### src/rtl/wb_master_arb.sv
// Two-master (MMU/DMA) round-robin wishbone arbiter; grant is held until the owner drops cyc.
// Define ARB_TIMEOUT_EN to add a slave-response watchdog that aborts a stalled cycle.
module wb_master_arb #(
    parameter int unsigned TIMEOUT_CYC = 64,
    parameter int unsigned CNT_W       = 10
) (
    input  logic        clk,
    input  logic        rst,
    input  logic        m_mmu_cyc,
    input  logic        m_mmu_we,
    input  logic [3:0]  m_mmu_strb,
    input  logic [31:0] m_mmu_addr,
    input  logic [31:0] m_mmu_data_i,
    output logic        m_mmu_ack,
    output logic        m_mmu_err,
    output logic        m_mmu_gnt,
    input  logic        m_dma_cyc,
    input  logic        m_dma_we,
    input  logic [3:0]  m_dma_strb,
    input  logic [31:0] m_dma_addr,
    input  logic [31:0] m_dma_data_i,
    output logic        m_dma_ack,
    output logic        m_dma_err,
    output logic        m_dma_gnt,
    output logic        s_cyc,
    output logic        s_we,
    output logic [3:0]  s_strb,
    output logic [31:0] s_addr,
    output logic [31:0] s_data_o,
    input  logic        s_ack,
    input  logic [31:0] s_data_i
);

    localparam logic [1:0] StIdle   = 2'd0;
    localparam logic [1:0] StGntMmu = 2'd1;
    localparam logic [1:0] StGntDma = 2'd2;
    localparam logic [1:0] StAbort  = 2'd3;

    logic [1:0] state_q, state_d;
    logic       last_dma_q, last_dma_d;
    logic       gnt_mmu, gnt_dma, cyc_int, timeout, run;

    // Read data is routed to both masters outside this block.
    logic unused_rdata;
    assign unused_rdata = ^s_data_i;

    assign gnt_mmu = (state_q == StGntMmu);
    assign gnt_dma = (state_q == StGntDma);
    assign cyc_int = (gnt_mmu & m_mmu_cyc) | (gnt_dma & m_dma_cyc);
    assign run     = ~rst;

`ifdef ARB_TIMEOUT_EN
    localparam logic [CNT_W-1:0] Limit = CNT_W'(TIMEOUT_CYC - 1);

    logic [CNT_W-1:0] cnt_q, cnt_d;
    logic             err_mmu_q, err_dma_q;

    // An ack in the limit cycle wins over the timeout.
    assign timeout = cyc_int & ~s_ack & (cnt_q == Limit);
    assign cnt_d   = (cyc_int & ~s_ack) ? cnt_q + CNT_W'(1) : '0;

    always_ff @(posedge clk) begin
        if (rst) begin
            cnt_q     <= '0;
            err_mmu_q <= 1'b0;
            err_dma_q <= 1'b0;
        end else begin
            cnt_q     <= cnt_d;
            err_mmu_q <= timeout & gnt_mmu;
            err_dma_q <= timeout & gnt_dma;
        end
    end

    assign m_mmu_err = run & err_mmu_q;
    assign m_dma_err = run & err_dma_q;
`else
    logic unused_cfg;
    assign unused_cfg = ^{TIMEOUT_CYC, CNT_W};
    assign timeout    = 1'b0;
    assign m_mmu_err  = 1'b0;
    assign m_dma_err  = 1'b0;
`endif

    always_comb begin
        state_d    = state_q;
        last_dma_d = last_dma_q;
        case (state_q)
            StIdle: begin
                if (m_mmu_cyc && (!m_dma_cyc || last_dma_q)) begin
                    state_d = StGntMmu;
                end else if (m_dma_cyc) begin
                    state_d = StGntDma;
                end
            end
            StGntMmu: begin
                if (timeout) begin
                    state_d    = StAbort;
                    last_dma_d = 1'b0;
                end else if (!m_mmu_cyc) begin
                    last_dma_d = 1'b0;
                    state_d    = m_dma_cyc ? StGntDma : StIdle;
                end
            end
            StGntDma: begin
                if (timeout) begin
                    state_d    = StAbort;
                    last_dma_d = 1'b1;
                end else if (!m_dma_cyc) begin
                    last_dma_d = 1'b1;
                    state_d    = m_mmu_cyc ? StGntMmu : StIdle;
                end
            end
            StAbort: begin
                // last_dma_q names the aborted master; wait for it to release.
                if (last_dma_q && !m_dma_cyc) begin
                    state_d = m_mmu_cyc ? StGntMmu : StIdle;
                end else if (!last_dma_q && !m_mmu_cyc) begin
                    state_d = m_dma_cyc ? StGntDma : StIdle;
                end
            end
            default: state_d = StIdle;
        endcase
    end

    always_ff @(posedge clk) begin
        if (rst) begin
            state_q    <= StIdle;
            last_dma_q <= 1'b1;
        end else begin
            state_q    <= state_d;
            last_dma_q <= last_dma_d;
        end
    end

    always_comb begin
        m_mmu_gnt = run & gnt_mmu;
        m_dma_gnt = run & gnt_dma;
        m_mmu_ack = run & gnt_mmu & s_ack;
        m_dma_ack = run & gnt_dma & s_ack;
        s_cyc     = run & cyc_int;
        s_we      = 1'b0;
        s_strb    = 4'h0;
        s_addr    = 32'h0;
        s_data_o  = 32'h0;
        if (run && gnt_mmu) begin
            s_we     = m_mmu_we;
            s_strb   = m_mmu_strb;
            s_addr   = m_mmu_addr;
            s_data_o = m_mmu_data_i;
        end else if (run && gnt_dma) begin
            s_we     = m_dma_we;
            s_strb   = m_dma_strb;
            s_addr   = m_dma_addr;
            s_data_o = m_dma_data_i;
        end
    end

endmodule

### config.mk
export PLATFORM = sky130hd
export DESIGN_NAME = wb_master_arb
export DESIGN_NICKNAME = d
export VERILOG_FILES = /design/src/rtl/wb_master_arb.sv
export SDC_FILE = /design/constraint.sdc
export NUM_CORES = 1
export LEC_CHECK = 0
export CAP_MARGIN = 20
export CORE_AREA = 2 2 97 99
export CTS_BUF_LIST = sky130_fd_sc_hd__clkbuf_8
export CTS_CLUSTER_DIAMETER = 80
export DETAILED_ROUTE_END_ITERATION = 8
export DIE_AREA = 0 0 99 101
export PLACE_DENSITY_LB_ADDON = 0.1
export SLEW_MARGIN = 25
export SYNTH_ARGS = -nofsm -noshare
export SYNTH_HDL_FRONTEND = slang
export SYNTH_SLANG_ARGS = --single-unit
### constraint.sdc
create_clock -name clk -period 1.58 [get_ports clk]
set_clock_uncertainty 0.15 [all_clocks]
set_input_delay 0.237 -clock clk [delete_from_list [all_inputs] [get_ports clk]]
set_output_delay 0.237 -clock clk [all_outputs]
set_load 0.02 [all_outputs]
# After elaboration in Yosys (flattened, before gate mapping)
# Cells that the tools add are included.
# classes
eq_ne,7
muxes,20
bitwise_logic,9
reduce_logical,13
# op_table
op,count
32-bit 2-to-1 mux,4
2-bit 2-to-1 mux,7
4-bit 2-to-1 mux,2
2-bit one-hot mux with 4 select lines,1
1-bit bitwise AND,7
"3-bit != test, second input constant",2
1-bit logical AND,5
1-bit 2-to-1 mux,5
"2-bit == test, second input constant",2
"2-bit != test, second input constant",2
4-bit AND reduction,1
1-bit logical NOT,3
3-bit AND reduction,1
"2-bit by 1-bit == test with 1-bit output, second input constant",1
2-bit logical NOT,1
1-bit one-hot mux with 2 select lines,1
2-bit nonzero test,1
1-bit logical OR,1
1-bit inverter,1
1-bit bitwise OR,1
# totals
register_bits,3
input_bits,175
output_inout_bits,76
elab_cells,51

# Depth between registers and ports, before layout
# logic_depth
depth_word,5
depth_mapped,5
mapped_depth_nobuf,2

# Worst setup path after synthesis
# No wires, ideal clock.
# synth_path
kind,flip-flop to output port
startpoint,register state_q[1]
endpoint,output port s_addr[0]
t_arrival_ns,1.150
required_ns,1.193
path_slack_ns,0.043
path_stages_with_launch,6
path_buffers,3
cell_sequence,dfxtp_1 -> buf_6 -> buf_12 -> buf_6 -> nand3b_1 -> a21oi_1
# synth_via
elab_chain_cells,4
word_cells_on_any_way,6
cone_classes,2 x eq/ne; 2 x mux; 2 x reduce/logical
# synth_lines
item,line,source
"start, declared",39,"logic [1:0] state_q, state_d;"
"start signal, assigned",127,state_q <= StIdle;
"start signal, assigned",130,state_q <= state_d;
2-bit == test,48,assign gnt_dma = (state_q == StGntDma);
1-bit logical AND,150,end else if (run && gnt_dma) begin
32-bit 2-to-1 mux,150,
32-bit 2-to-1 mux (*),145,if (run && gnt_mmu) begin
"end, declared",28,"output logic [31:0] s_addr,"
# Every way passes the cells marked *; elsewhere a longest branch is shown, timed or not.

# Worst setup path in the final report
# layout_path
startpoint,register state_q[0]
endpoint,output port s_data_o[18]
# layout_via
elab_chain_cells,4
word_cells_on_any_way,6
cone_classes,2 x eq/ne; 2 x mux; 2 x reduce/logical
# layout_lines
item,line,source
2-bit == test,48,
1-bit logical AND,150,
32-bit 2-to-1 mux,150,
32-bit 2-to-1 mux (*),145,
"end, declared",29,"output logic [31:0] s_data_o,"
# Marks and branches as above.

==> flow_summary.json <==
{
  "postSynthCellCount": 277,
  "dr.first_iter.drc_count": 81,
  "htree_levels": 1,
  "rr_startpoint": "state_q[0]$_SDFFE_PP0P_",
  "path_buf_inv": 3,
  "cts_root_buf": "clkbuf_8",
  "hold_path.class": "input pin to flop",
  "hold_viol": 0,
  "n_fill_cell": 936,
  "drc": 0,
  "power.density_mw_per_mm2": 282,
  "cts_tree": "yes",
  "setup_repair_after_global_routing_missed_its_margin": "true",
  "postSynthAreaPerCell_um2": 6.86,
  "synth_sequential_area_ratio_pct": 3.16,
  "worstPathMaxFanout": 32,
  "synthesis.yosys.warnings": 0,
  "io_pins": 251,
  "grt_pass1_vias": 2661,
  "dp_hpwl_um": 6070,
  "routedWlPerCell_um": 14.8,
  "postPlaceCellArea_mm2": 0.00414,
  "crit_path_end": "s_data_o[18]",
  "crit_path_top_delay_cell": "dfxtp_4",
  "layout_worst_path_cycle_share_pct": 109,
  "worst_reg2reg_endpoint": "state_q[0]$_SDFFE_PP0P_",
  "cp-startpoint": "state_q[0]$_SDFFE_PP0P_",
  "result_of_the_run": "finished, violations left",
  "timing.critical_path.required_ns": 1.19,
  "track_usage_pct": 15.3,
  "synth_area_mm2": 0.00190,
  "initial_core_util_pct": 21.2,
  "route.met2.wl_um": 4420,
  "vdd_drop_max_v": 0.000205,
  "crit_path_start_kind": "flop",
  "max_freq_mhz": 580,
  "routed-via-count": 2877,
  "power_consumption_uw": 1270,
  "row_count": 35,
  "cp_delay_by_family_top": "buffers and inverters",
  "routed-wl-met3_um": 732,
  "wl_met1_um": 3560,
  "globalplace.congestion": 0.746,
  "yosysUniqueCellTypes": 22,
  "maxUsedRoutingLayer": "met4",
  "max_cap_violations": 0,
  "io_buffers": 216,
  "cts.clk_slew.worst_paths_ns": 0.03,
  "worstSetupEndpointType": "primary output",
  "chipHeight_um": 101,
  "grt_pass1_wl_um": 12800,
  "min_period_ns": 1.72,
  "violations": "setup timing",
  "worst_r2r_path_depth": 5,
  "final_core_utilization_pct": 49.9,
  "worst_ep_arrival_time_ns": 1.34,
  "crit_path_frequent_cell": "buf_12",
  "layout.cell_area.non_filler_mm2": 0.00448,
  "layout.nets": 661,
  "core-area_mm2": 0.00898,
  "drt-total-wl_um": 8810,
  "criticalPathCategory": "flop to primary output",
  "vias_per_cell": 4.83,
  "rrSetupSlack_ns": 0.17,
  "crit_chain": "buf_12, buf_12, nand3b_1, a21oi_2, buf_4",
  "clock_latency_ns": 0.21,
  "chipWidth_um": 99,
  "floorplan.die_area_mm2": 0.0100,
  "antenna_left": 0,
  "cts_buffers": 3,
  "final_layout_size_suffix_gt1_share_pct": 29.7,
  "critical_path_cell_count": 5,
  "report.final.slew_viol_count": 0,
  "cts.path.max_buffers": 2,
  "synth_seq_cells": 3,
  "antenna_found_initial": 0,
  "crit_path_max_incr_delay_ns": 0.37,
  "largest_net_degree_at_the_start_of_global_routing": 54,
  "total_leakage_power_uw": 0.00156,
  "timing.final.setup_violations": 73,
  "postLayoutSetupSlackWorst_ns": -0.143,
  "area.growth.synth_to_final_pct": 136,
  "drt_pre_antenna_iters": 4,
  "tritoncts_num_sinks": 3,
  "insertedDiodeCount": 0,
  "grt-ovfl-total": 0
}
[worst min-delay path, cell delays in order]
cell and delay [ns]:
buf_2 0.17, o21ba_2 0.18, o221a_2 0.10
[what timing repair did]
item | CTS | global route
endpoints found under the setup margin | 74 | 74
hold endpoints to repair | 0 | 0
setup buffers | 4 | 1
cloned | 5 | 3
hold buffers | 0 | 0
pin swaps | 61 | 12
gates resized for setup | 388 | 37
[synthesized netlist by cell type]
master     count  area share, %
buf_6          8            4.7
a21oi_1       69             18
and3b_1        1           0.46
o21ba_2        1           0.53
nor2_1         6            1.2
a31oi_1        1           0.33
buf_4          8            3.2
nand2b_1       5            1.6
o221a_2        1           0.59
clkbuf_1      13            2.6
buf_12         1            1.1
buf_8          2            1.6
dfxtp_1        3            3.2
a2111oi_2      1           0.79
nor2b_1        2           0.66
conb_1         1           0.20
nand3b_1     140             55
inv_1          1           0.20
buf_2          4            1.1
a21oi_2        2           0.92
o221ai_1       1           0.46
buf_1          6            1.2
[power breakdown]
part	leakage, uW	total, uW	switching, uW	internal, uW
Clock	0.0000269	214	48.6	165
Combinational	0.00151	966	355	611
Sequential	0.0000260	85.4	7.25	78.2
Total	0.00156	1270	411	854
[flip-flops by register name (all words and copies together) (netlist names)]
name / count
last_dma_q: 1
state_q: 2
[cell families after synthesis]
| logic type | synth area share (%) |
|---|---|
| and+or+nand+nor | 59.3 |
| buffers and inverters | 15.5 |
| other | 0.197 |
| AOI/OAI and AO/OA | 21.8 |
| DFF | 3.16 |
[area by class of cell]
class / instances / area (um^2) / share of cell area (%)
Clock buffer: 3 / 41.3 / 0.922
Clock inverter: 1 / 3.75 / 0.0838
Inverter: 1 / 3.75 / 0.0838
Multi-Input combinational cell: 232 / 1670 / 37.4
Sequential cell: 3 / 67.6 / 1.51
Tap cell: 111 / 139 / 3.10
Timing Repair Buffer: 245 / 2550 / 56.9
[metal layers]
metal	global-route usage, %	up-vias
met1	18.5	1315
met4	4.43	0
met3	2.91	8
li1	-	1432
met2	27.3	122
met5	0	-
[layout by cell type (no fill, tap or decap), drive strengths merged]
cell | netlist | layout
a2111oi | 1 | 1
a21oi | 71 | 71
a31oi | 1 | 1
and3b | 1 | 1
buf | 29 | 101
clkbuf | 13 | 6
clkdlybuf4s50 | 0 | 141
conb | 1 | 2
dfxtp | 3 | 3
inv | 1 | 2
nand2b | 5 | 5
nand3b | 140 | 140
nor2 | 6 | 6
nor2b | 2 | 2
o21ba | 1 | 1
o221a | 1 | 1
o221ai | 1 | 1
[through the flow]
step	TNS, ns	setup WS, ns	hold slack, ns	std cells
6_report	-8.23	-0.143	0.369	596
5_1_grt	-13.53	-0.235	0.386	596
4_1_cts	-8.94	-0.154	0.372	592
3_5_place_dp	-24.98	-0.387	0.387	579
3_3_place_gp	-24.34	-0.364	0.378	579
2_1_floorplan	0	0.0434	0.248	278
[worst min path at each step]
stage | startpoint | end | slack, ns | cells after the start
2_1_floorplan | m_dma_cyc | last_dma_q$_SDFFE_PP1P_ | 0.25 | 1
3_3_place_gp | last_dma_q$_SDFFE_PP1P_ | state_q[0]$_SDFFE_PP0P_ | 0.38 | 2
3_5_place_dp | last_dma_q$_SDFFE_PP1P_ | state_q[0]$_SDFFE_PP0P_ | 0.39 | 2
4_1_cts | rst | state_q[1]$_SDFFE_PP0P_ | 0.37 | 3
5_1_grt | rst | state_q[1]$_SDFFE_PP0P_ | 0.39 | 3
6_report | rst | state_q[1]$_SDFFE_PP0P_ | 0.37 | 3
(Power assumes the default switching activity.)
